<file path="config.mk">
export PLATFORM = sky130hd
export DESIGN_NAME = hazard_scoreboard
export DESIGN_NICKNAME = d
export VERILOG_FILES = /design/src/rtl/hazard_scoreboard_pkg.sv /design/src/rtl/hazard_scoreboard_cnt_slot.sv /design/src/rtl/hazard_scoreboard.sv
export SDC_FILE = /design/constraint.sdc
export NUM_CORES = 1
export LEC_CHECK = 0
export ABC_AREA = 1
export CAP_MARGIN = 5
export CORE_UTILIZATION = 55
export DETAILED_ROUTE_END_ITERATION = 10
export DONT_BUFFER_PORTS = 1
export PLACE_DENSITY = 0.7
export SYNTH_ARGS = -nofsm -noshare
export SYNTH_HDL_FRONTEND = slang
export SYNTH_SLANG_ARGS = --single-unit
export TNS_END_PERCENT = 50
</file>
<file path="constraint.sdc">
create_clock -name clk -period 4.3 [get_ports clk]
set_clock_uncertainty 0.15 [all_clocks]
set_input_delay 0.43 -clock clk [delete_from_list [all_inputs] [get_ports clk]]
set_output_delay 0.43 -clock clk [all_outputs]
set_load 0.02 [all_outputs]
</file>
<file path="src/rtl/hazard_scoreboard_pkg.sv">
// ============================================================================
// Module      : hazard_pkg
// Description : Shared types, default latencies and the writer-latency helper
//               for the hazard scoreboard.
// Revision    : 1.0 - initial release
// ============================================================================
`default_nettype none

package hazard_pkg;

    localparam int DEF_REG_ADDR_W = 2;
    localparam int DEF_LOAD_LAT   = 1;
    localparam int DEF_ALU_LAT    = 0;

    typedef logic [DEF_REG_ADDR_W-1:0] reg_addr_t;

    // Number of cycles the written register stays unavailable after issue.
    function automatic int unsigned haz_lat(input logic        is_load,
                                            input int unsigned load_lat,
                                            input int unsigned alu_lat);
        return is_load ? load_lat : alu_lat;
    endfunction

endpackage

`default_nettype wire

</file>
<file path="src/rtl/hazard_scoreboard_cnt_slot.sv">
// ============================================================================
// Module      : haz_cnt_slot
// Description : Countdown counter for one architectural register. Flush
//               clears, a new writer loads its latency, otherwise the counter
//               runs down to zero and holds there.
// Revision    : 1.0 - initial release
// ============================================================================
`default_nettype none

module haz_cnt_slot #(
    parameter int CNT_W = 3
) (
    input  logic             clk,
    input  logic             rst,
    input  logic             flush,
    input  logic             load_en,
    input  logic [CNT_W-1:0] load_val,
    output logic [CNT_W-1:0] cnt
);

    logic [CNT_W-1:0] cnt_d;
    logic [CNT_W-1:0] cnt_q;

    // Next count: flush beats a new writer, a new writer beats the decrement.
    always_comb begin
        cnt_d = cnt_q;
        if (flush) begin
            cnt_d = '0;
        end else if (load_en) begin
            cnt_d = load_val;
        end else if (cnt_q != '0) begin
            cnt_d = cnt_q - CNT_W'(1);
        end
    end

    // Counter register with synchronous reset.
    always_ff @(posedge clk) begin
        if (rst) begin
            cnt_q <= '0;
        end else begin
            cnt_q <= cnt_d;
        end
    end

    assign cnt = cnt_q;

endmodule

`default_nettype wire

</file>
<file path="src/rtl/hazard_scoreboard.sv">
// ============================================================================
// Module      : hazard_scoreboard
// Description : Decode-stage RAW/WAW hazard detector built on a per-register
//               countdown scoreboard. Supports arbitrary writer latency up to
//               LOAD_LAT; LOAD_LAT=1/ALU_LAT=0 gives the classic one-bubble
//               load-use stall.
//               Optional macro HAZ_PERF_CNT_EN adds the stall_cycles counter.
// Revision    : 1.0 - initial release
// ============================================================================
`default_nettype none

module hazard_scoreboard
    import hazard_pkg::*;
#(
    parameter int REG_ADDR_W = DEF_REG_ADDR_W,
    parameter int LOAD_LAT   = DEF_LOAD_LAT,
    parameter int ALU_LAT    = DEF_ALU_LAT,
    parameter int CNT_W      = 3
) (
    input  logic                  clk,
    input  logic                  rst,
    input  logic                  issue_valid,
    input  logic [REG_ADDR_W-1:0] src1,
    input  logic                  src1_en,
    input  logic [REG_ADDR_W-1:0] src2,
    input  logic                  src2_en,
    input  logic [REG_ADDR_W-1:0] dest,
    input  logic                  dest_en,
    input  logic                  is_load,
    input  logic                  flush,
    output logic                  stall,
    output logic                  busy
`ifdef HAZ_PERF_CNT_EN
    ,
    output logic [31:0]           stall_cycles
`endif
);

    localparam int NREG = 2**REG_ADDR_W;

    logic [CNT_W-1:0] cnt [NREG];
    logic [CNT_W-1:0] lat;
    logic             raw;
    logic             waw;
    logic             fire;
    logic [NREG-1:0]  slot_load;

    // Hazard check against the pre-update counters, so an instruction never
    // sees its own destination write as a hazard.
    always_comb begin
        lat   = CNT_W'(haz_lat(is_load, int'(LOAD_LAT), int'(ALU_LAT)));
        raw   = (src1_en && (cnt[src1] != '0)) || (src2_en && (cnt[src2] != '0));
        waw   = dest_en && (cnt[dest] > lat);
        stall = issue_valid && !flush && (raw || waw);
        fire  = issue_valid && !stall && !flush;
    end

    // Busy whenever any register still has a write in flight.
    always_comb begin
        busy = 1'b0;
        for (int r = 0; r < NREG; r++) begin
            busy = busy | (cnt[r] != '0);
        end
    end

    for (genvar gi = 0; gi < NREG; gi++) begin : g_slot
        assign slot_load[gi] = fire && dest_en && (dest == REG_ADDR_W'(gi));

        haz_cnt_slot #(
            .CNT_W    (CNT_W)
        ) u_slot (
            .clk      (clk),
            .rst      (rst),
            .flush    (flush),
            .load_en  (slot_load[gi]),
            .load_val (lat),
            .cnt      (cnt[gi])
        );
    end

`ifdef HAZ_PERF_CNT_EN
    logic [31:0] stall_cycles_d;
    logic [31:0] stall_cycles_q;

    // Saturating count of stalled cycles; flush does not clear it.
    always_comb begin
        stall_cycles_d = stall_cycles_q;
        if (stall && (stall_cycles_q != 32'hFFFF_FFFF)) begin
            stall_cycles_d = stall_cycles_q + 32'd1;
        end
    end

    // Stall-cycle counter register, cleared only by reset.
    always_ff @(posedge clk) begin
        if (rst) begin
            stall_cycles_q <= '0;
        end else begin
            stall_cycles_q <= stall_cycles_d;
        end
    end

    assign stall_cycles = stall_cycles_q;
`endif

endmodule

`default_nettype wire
</file>
---- Word level (Yosys, flattened, before mapping) ----
Cells that the tools add are included.
storage, ports and cells
  logic and storage cells ................. 67
  flip-flop bits (word level) ............. 12
  memories ................................ 0
  RAM bits ................................ 0
  ROM bits ................................ 0
  latch bits .............................. 0
cells by class
  $lt $le $gt $ge ......................... 4
  add/subtract/negate cells ............... 4
  equal/unequal tests ..................... 3
  shifts and indexed selects .............. 0
  multiply operators ...................... 0
  div/mod/pow operators ................... 0
  reduce and logical (&&, ||, !) cells .... 28
  bitwise gates (word level) .............. 6
  muxes and demuxes ....................... 18
operator list
  operator                                                               number
  3-bit two-way mux                                                      14
  3-bit binary-select mux with 2-bit select                              3
  3-bit nonzero test                                                     6
  1-bit logical AND                                                      12
  3-bit by 1-bit subtractor with 3-bit output, second input constant     4
  3-bit greater-or-equal comparator, second input constant               3
  2-bit inverter with 3-bit output                                       3
  2-bit nonzero test                                                     4
  2-bit equality test, second input constant                             2
  3-bit by 1-bit > comparator with 1-bit output                          1
  1-bit bitwise OR                                                       3
  2-bit by 1-bit equality test with 1-bit output, second input constant  1
  1-bit zero test                                                        2
  2-bit zero test                                                        1
  1-bit logical OR                                                       2
  2-bit OR reduction                                                     1
  1-bit two-way mux                                                      1

---- Logic depth before layout (Yosys ltp) ----
Gate-level depths: netlist of run 1.
  depth in word-level cells ............... 15
  gate-level depth with buffers ........... 15

---- Modules after synthesis ----
From an unflattened synthesis of run 1, not the netlist that was laid out.
unflattened totals
  cells, all modules ...................... 198
  area total of the unflattened synthesis .. 1104.8 sq um
by module, submodules not included
  module             cells an instance  area an instance (sq um)  instances
  haz_cnt_slot       34                 201.4                     4
  hazard_scoreboard  62                 299.0                     1

---- Worst setup path before layout of run 1 ----
No wires, ideal clock.
  path type ............................... input to output
  start ................................... input port dest[0]
  end ..................................... output port stall
  data arrival time ....................... 1781 ps
  data required time ...................... 3720 ps
  buffers on the path ..................... 0
  setup slack ............................. 1939 ps
  stages on the path ...................... 13
  cells stage by stage .................... inv_2 nand2_1 o22ai_1 a221oi_1 ha_1 nor2_1 nor2_1 nand3_1 nand2_2 nand2_2 nor2_4 nand3b_1 inv_1
between the ends
  longest elaborated chain between the ends .. 8
ends and longest elaborated chain
  element                                                 RTL line                 source
  start: declaration                                      hazard_scoreboard.sv:27  input logic [REG_ADDR_W-1:0] dest,
  2-bit inverter with 3-bit output (implied by the code)  hazard_scoreboard.sv:53  waw = dest_en && (cnt[dest] > lat);
  3-bit binary-select mux with 2-bit select               hazard_scoreboard.sv:53
  3-bit two-way mux (implied by the code) (2 in a row)    hazard_scoreboard.sv:53
  3-bit by 1-bit > comparator with 1-bit output           hazard_scoreboard.sv:53
  1-bit logical AND                                       hazard_scoreboard.sv:53
  1-bit logical OR                                        hazard_scoreboard.sv:54  stall = issue_valid && !flush && (raw || waw);
  1-bit logical AND                                       hazard_scoreboard.sv:54
  end: declaration                                        hazard_scoreboard.sv:31  output logic stall,
Every way passes these cells. The select of a mux whose other input is x is not followed.

---- Worst setup path after layout of run 1 ----
  start ................................... register g_slot[2].u_slot.cnt_q[0]
  end ..................................... output port stall
between the ends
  longest elaborated chain between the ends .. 8
  elaborated cells on any way between the ends .. 18
  those cells by class .................... order compare: 1; mux: 9; reduce/logical: 8
ends and longest elaborated chain
  element                                                                                                RTL line                          source
  start: declaration                                                                                     hazard_scoreboard_cnt_slot.sv:22  logic [CNT_W-1:0] cnt_q;
  start signal: assignment                                                                               hazard_scoreboard_cnt_slot.sv:41  cnt_q <= cnt_d;
  parallel branches: the longest is 6 deep, another holds 3-bit by 1-bit > comparator with 1-bit output  --
  1-bit logical OR (*)                                                                                   hazard_scoreboard.sv:54
  1-bit logical AND (*)                                                                                  hazard_scoreboard.sv:54
Mark *: on every way between the ends. The select of a mux whose other input is x is not followed.

==> qor.yml, run 1 <==
placement:
  pre_cts_ws_ps: 1830
  dp_cells: 156
  place_area_um2: 932
  dp_hpwl_mm: 1.48
  gp_congestion: 0.878
  numPortBuffers: 0
floorplan:
  rows: 14
  coreArea_um2: 1520
  initial_core_util_pct: 59.9
  die_y_um: 42.7
  die_w_um: 42.7
  num_io_pins: 16
  die_area_um2: 1830
worst_setup_path:
  cp_data_required_time_ps: 3720
  r2r_start: "g_slot[2].u_slot.cnt[0]$_SDFFE_PP0P_"
  path_delay_family: "simple AND/OR/NAND/NOR gates"
  critPathBufInv: 2
  reg2reg_slack_ps: 2240
  startpoint_type: "flip-flop"
  crit_type: "flip-flop to primary output"
  cp_slowest_cell: "dfxtp_1"
  cp_cell_sequence: "inv_1 > o22ai_1 > a221oi_1 > ha_1 > nor2_1 > nor2_1 > nand3_1 > nand2_2 > nand2_2 > nor2_4 > nand3b_1 > inv_1"
  cp-end-kind: "primary output"
  r2r_cells: 12
  arrival_ps: 2070
  crit_fanout: 5
  reg2reg_to: "g_slot[0].u_slot.cnt[0]$_SDFFE_PP0P_"
  cpPeakStageDelay_ps: 320
logic_synthesis:
  synth.avg_cell_area_um2: 6.52
  synthArstFlopShare_pct: 0
  synthCells: 140
  ys_seq_elements: 12
  synth_top_flop_cell: "dfxtp_1"
  synthesis.area_um2: 912
  synth_area_leaders: "dfxtp_1 26%, ha_1 12%, nor2_1 12%"
  synth_commonest_cells: "28 x nor2_1, 24 x inv_1, 22 x nand2_1"
  synth-edff-count: 0
  synth_top_area_cell: "dfxtp_1"
  yosysMostFrequentCell: "nor2_1"
  yosysSeqAreaShare_pct: 26.3
  yosysWarningCount: 0
  syn_nets: 163
  netlist.area_leader.share_pct: 26.3
  synth_cell_types: 21
sta:
  hold_viol: 0
  setup_tns_ps: 0
  max_freq_mhz: 378
  worst_pin_slew_ps: 454
  finalWorstSetupSlack_ps: 1650
  slew-limit-headroom_pct: 69.6
  rsz0062_at_grt: "no"
  period_needed_ps: 2650
  timing.final.max_slew_violations: 0
  setup_viol: 0
  period_share_pct: 61.6
global_route:
  antenna_found_initial: 0
  grt_usage_pct: 23.5
  grt_pass1_vias: 776
  grt_pass1_wl_mm: 3.28
  grt-ovfl-total: 0
  grt_max_degree: 8
clock_tree:
  postCtsHoldBufs: 0
  clk_latency_ps: 280
  cts_tree: "built"
  cts_root_buf: "clkbuf_4"
  clk_pin_slew_ps: 80
  cts_buffers: 3
  htreeDepth: 1
  cts_buffer_depth: 2
  post_cts_buffers: 0
  cts_resized: 0
  clock_sinks: 12
drt:
  ant_nets: 0
  drc: 0
  wl_per_cell_um: 11.6
  route.vias.total: 850
  drtIter0Drc: 28
  first_pass_iters: 4
  wirelength_mm: 1.85
  viasPerCell: 5.31
layout:
  finalInstanceArea_um2: 968
  fillers: 145
  antenna_cells: 0
  ff_latch_area_um2: 240
  largest_reg_flops: 12
  final_cells: 160
  multi_input_area_um2: 578
  drive_above_1_share_pct: 8.33
  area_growth_pct: 6.17
  fin_nets: 168
hold_path:
  min_from: "is_load"
  hold_depth: 2
  hold_class: "input port to flip-flop"
  hold_end: "g_slot[1].u_slot.cnt[0]$_SDFFE_PP0P_"
run:
  max_cap_viol_count: 0
pwr:
  power_mw: 0.349
  total_leakage_power_nw: 0.457
  ir_drop_mv: 0.224
  power.density_nw_per_um2: 360
status:
  status: "finished clean"
-- kinds of logic (layout without fill, tap and decap cells) --
group           after synthesis  in the layout  share of synthesized area (%)
compound gates               11             11                           6.58
flops                        12             12                           26.3
simple gates                 79             79                           40.6
buf+inv                      25             29                           10.3
fa+ha+maj                     9              9                           12.3
xor+xnor                      4              4                           3.84
-- worst max-delay path by stage --
stage	startpoint	end	slack (ps)	cells after the start
3_3_place_gp	dest[0]	stall	1850	13
6_report	g_slot[2].u_slot.cnt[0]$_SDFFE_PP0P_	stall	1650	12
5_1_grt	g_slot[2].u_slot.cnt[0]$_SDFFE_PP0P_	stall	1480	12
4_1_cts	g_slot[2].u_slot.cnt[0]$_SDFFE_PP0P_	stall	1660	12
2_1_floorplan	dest[0]	stall	1940	13
3_5_place_dp	dest[0]	stall	1830	13
-- report_power, final --
group | switching, mW | total [mW] | internal (mW)
Sequential | 0.00741 | 0.127 | 0.120
Combinational | 0.0783 | 0.128 | 0.0496
Clock | 0.0424 | 0.0939 | 0.0516
Total | 0.128 | 0.349 | 0.221
-- final cells by class --
cell class / count / share of cell area [%]
Sequential cell: 12 / 24.8
Clock buffer: 4 / 3.75
Tap cell: 16 / 2.07
Inverter: 25 / 9.69
Multi-Input combinational cell: 103 / 59.7
-- through the flow --
| stage | hold WS [ps] | util [%] |
|---|---|---|
| after floorplan | 362 | - |
| after CTS | 137 | 63.5 |
| final | 136 | 63.5 |
| after global placement | 375 | 61.2 |
| after detailed placement | 389 | 61.2 |
| after global routing | 134 | 63.5 |
-- cell usage in the layout, fill, tap and decap left out, types with 2 or more instances in the layout --
cell type   n
xnor2_1     3
ha_1        9
nor2_1     28
a21oi_1     6
nor2_4      2
dfxtp_1    12
nand3b_1    3
nand2_1    22
nand4_1     5
clkbuf_4    3
nand3_1     7
nor3_1      6
inv_1      24
nand2_2     3
o21ai_0     3
-- routing by layer --
layer | up-vias | part of all wire, % | global-route usage [%]
met5 | - | 0 | 0
met4 | 0 | 1.3 | 8.13
met3 | 4 | 9.2 | 4.26
met2 | 36 | 44 | 34.8
met1 | 351 | 45 | 34.0
li1 | 459 | - | -
Power figures use the tool's default switching activity.
==> inputs of run 2 (changes only) <==
ABC_AREA = 0   (was 1)
clock period = 2.44 ns   (was 4.3 ns; I/O delays follow)
==> qor.yml, run 2 <==
status:
  status: "finished with violations"
  violations: "design-rule violations"
logic_synthesis:
  synth_area_leaders: "dfxtp_1 25%, ha_1 12%, nor2_1 6.2%"
  synth-edff-count: 0
  synthCells: 115
  yosysMostFrequentCell: "nor2_1"
  synth_top_area_cell: "dfxtp_1"
  ys_seq_elements: 12
  synthesis.area_um2: 965
  synth.avg_cell_area_um2: 8.39
  yosysSeqAreaShare_pct: 24.9
  yosysWarningCount: 0
  synth_cell_types: 30
  netlist.area_leader.share_pct: 24.9
  syn_nets: 138
  synth_commonest_cells: "16 x nor2_1, 13 x inv_1, 12 x dfxtp_1"
  synth_top_flop_cell: "dfxtp_1"
  synthArstFlopShare_pct: 0
placement:
  gp_congestion: 0.838
  dp_hpwl_mm: 1.64
  numPortBuffers: 0
clock_tree:
  postCtsHoldBufs: 0
  cts_buffers: 3
  htreeDepth: 1
  post_cts_buffers: 0
  cts_root_buf: "clkbuf_4"
  cts_tree: "built"
  clk_latency_ps: 260
  cts_buffer_depth: 2
  clk_pin_slew_ps: 80
  clock_sinks: 12
floorplan:
  num_io_pins: 16
  die_area_um2: 1930
  rows: 14
  coreArea_um2: 1580
  die_y_um: 43.9
  die_w_um: 43.9
  initial_core_util_pct: 61.2
pwr:
  ir_drop_mv: 0.393
  power_mw: 0.603
  seqPwrFrac_pct: 37.7
  p_switching_mw: 0.207
  power_frac_clock_pct: 25.8
  p_comb_share_pct: 36.5
  switching_share_pct: 34.3
  total_leakage_power_nw: 0.353
  p_int_mw: 0.396
  power.density_nw_per_um2: 578
global_route:
  grt_usage_pct: 23.8
  grt_max_degree: 9
  antenna_found_initial: 0
  grt-ovfl-total: 0
  grt_pass1_vias: 807
  grt_pass1_wl_mm: 3.38
layout:
  fin_nets: 143
  most-common-layout-cells: "15 x nor2_1, 13 x inv_1, 12 x dfxtp_1"
  mostFrequentLayoutCell: "nor2_1"
  largest_reg_flops: 12
  drive_above_1_share_pct: 17.6
  antenna_cells: 0
  area_growth_pct: 8.17
run:
  max_cap_viol_count: 0
drt:
  wl_met1_um: 896
  maxUsedRoutingLayer: "met4"
  wl_met2_um: 916
  wl_per_cell_um: 14.6
  ant_nets: 0
  route.vias.total: 852
  dr_wl_met3_um: 127
  wirelength_mm: 1.98
  viasPerCell: 6.31
  drtIter0Drc: 10
  drc: 2
  first_pass_iters: 7
worst_setup_path:
  crit_type: "flip-flop to primary output"
  cpPeakStageDelay_ps: 390
  reg2reg_to: "g_slot[3].u_slot.cnt[2]$_SDFFE_PP0P_"
  cp_cell_sequence: "o311ai_2 > o21ai_1 > a22o_4 > a2111oi_2 > nor2_2"
  cp_slowest_cell: "dfxtp_1"
  startpoint_type: "flip-flop"
  arrival_ps: 1950
  r2r_start: "g_slot[2].u_slot.cnt[0]$_SDFFE_PP0P_"
  cp_data_required_time_ps: 2050
  reg2reg_slack_ps: 170
  r2r_cells: 8
  crit_fanout: 6
  cp-end-kind: "primary output"
sta:
  setup_viol: 0
  setup_tns_ps: 0
  period_needed_ps: 2340
  rsz0062_at_grt: "yes"
  slew-limit-headroom_pct: 71.6
  worst_pin_slew_ps: 421
  timing.final.max_slew_violations: 0
  max_freq_mhz: 427
  hold_viol: 0
  period_share_pct: 96.0
hold_path:
  hold_end: "g_slot[1].u_slot.cnt[0]$_SDFFE_PP0P_"
  hold_depth: 3
  min_from: "rst"
  hold_class: "input port to flip-flop"
run 2: changes by cell type in the layout (fill, tap and decap cells not counted), moves of 4 or more:
cell and change:
nor3_2 +4, nand3_1 -7, nor2_1 -13, inv_1 -11, mux2i_1 +4, nand2_1 -17
run 2: final cells by class:
cell class                      instances  area, um^2
Multi-Input combinational cell         89         691
Fill cell                             142         533
Sequential cell                        12         240
Inverter                               13        48.8
Clock buffer                            4        36.3
Tap cell                               16        20.0
Timing Repair Buffer                    1        7.51
run 2: worst max path at each step:
stage | to | depth (start not counted) | from | slack (ps)
after floorplan | g_slot[3].u_slot.cnt[1]$_SDFFE_PP0P_ | 8 | g_slot[3].u_slot.cnt[0]$_SDFFE_PP0P_ | 290
after global placement | g_slot[3].u_slot.cnt[1]$_SDFFE_PP0P_ | 8 | g_slot[1].u_slot.cnt[0]$_SDFFE_PP0P_ | 120
after detailed placement | g_slot[3].u_slot.cnt[1]$_SDFFE_PP0P_ | 8 | g_slot[2].u_slot.cnt[0]$_SDFFE_PP0P_ | 80
after CTS | stall | 5 | g_slot[3].u_slot.cnt[1]$_SDFFE_PP0P_ | 10
after global routing | stall | 5 | g_slot[3].u_slot.cnt[1]$_SDFFE_PP0P_ | 20
final | stall | 5 | g_slot[3].u_slot.cnt[1]$_SDFFE_PP0P_ | 100
run 2: cells by family (layout without fill, tap and decap cells):
| kind of cell | Yosys count | count (layout) | synth area share, % |
|---|---|---|---|
| flops | 12 | 12 | 24.9 |
| mux | 6 | 6 | 8.82 |
| buf+inv | 14 | 18 | 5.45 |
| compound gates | 20 | 20 | 17.6 |
| xor+xnor | 4 | 4 | 3.63 |
| fa+ha+maj | 9 | 9 | 11.7 |
| simple gates | 50 | 50 | 27.9 |
run 2: stage by stage:
step	utilization, %	cell area [um^2]	cells	setup slack, ps	hold slack (ps)
global route	66.2	1040	135	17.3	88.5
CTS	65.1	1030	135	13.9	74.1
detailed placement	62.7	988	131	84.0	363
finish	66.2	1040	135	98.7	88.6
floorplan	-	965	115	288	302
global placement	62.7	988	131	122	356
run 2: power groups by stage:
stage,clock [mW],sequential [mW],combinational (mW)
floorplan,0,0.229,0.177
global placement,0,0.231,0.208
detailed placement,0,0.232,0.213
CTS,0.160,0.227,0.215
global route,0.171,0.230,0.248
finish,0.155,0.228,0.220
run 2: worst max-delay path: cells and delay by family, from the launching register on:
family             cells  cell delay, ps
DFF                    1             390
and+or+nand+nor        1             130
AOI/OAI and AO/OA      4            1170
run 2: repair_timing:
action,CTS,global route
endpoints found under the setup margin,1,7
gates resized for setup,1,5
pin swaps,1,1
run 2: metal layers:
| metal | GRT usage (%) | vias up |
|---|---|---|
| met5 | 0 | - |
| met4 | 12.7 | 0 |
| met3 | 4.17 | 4 |
| met2 | 37.6 | 27 |
| met1 | 30.7 | 395 |
| li1 | - | 426 |
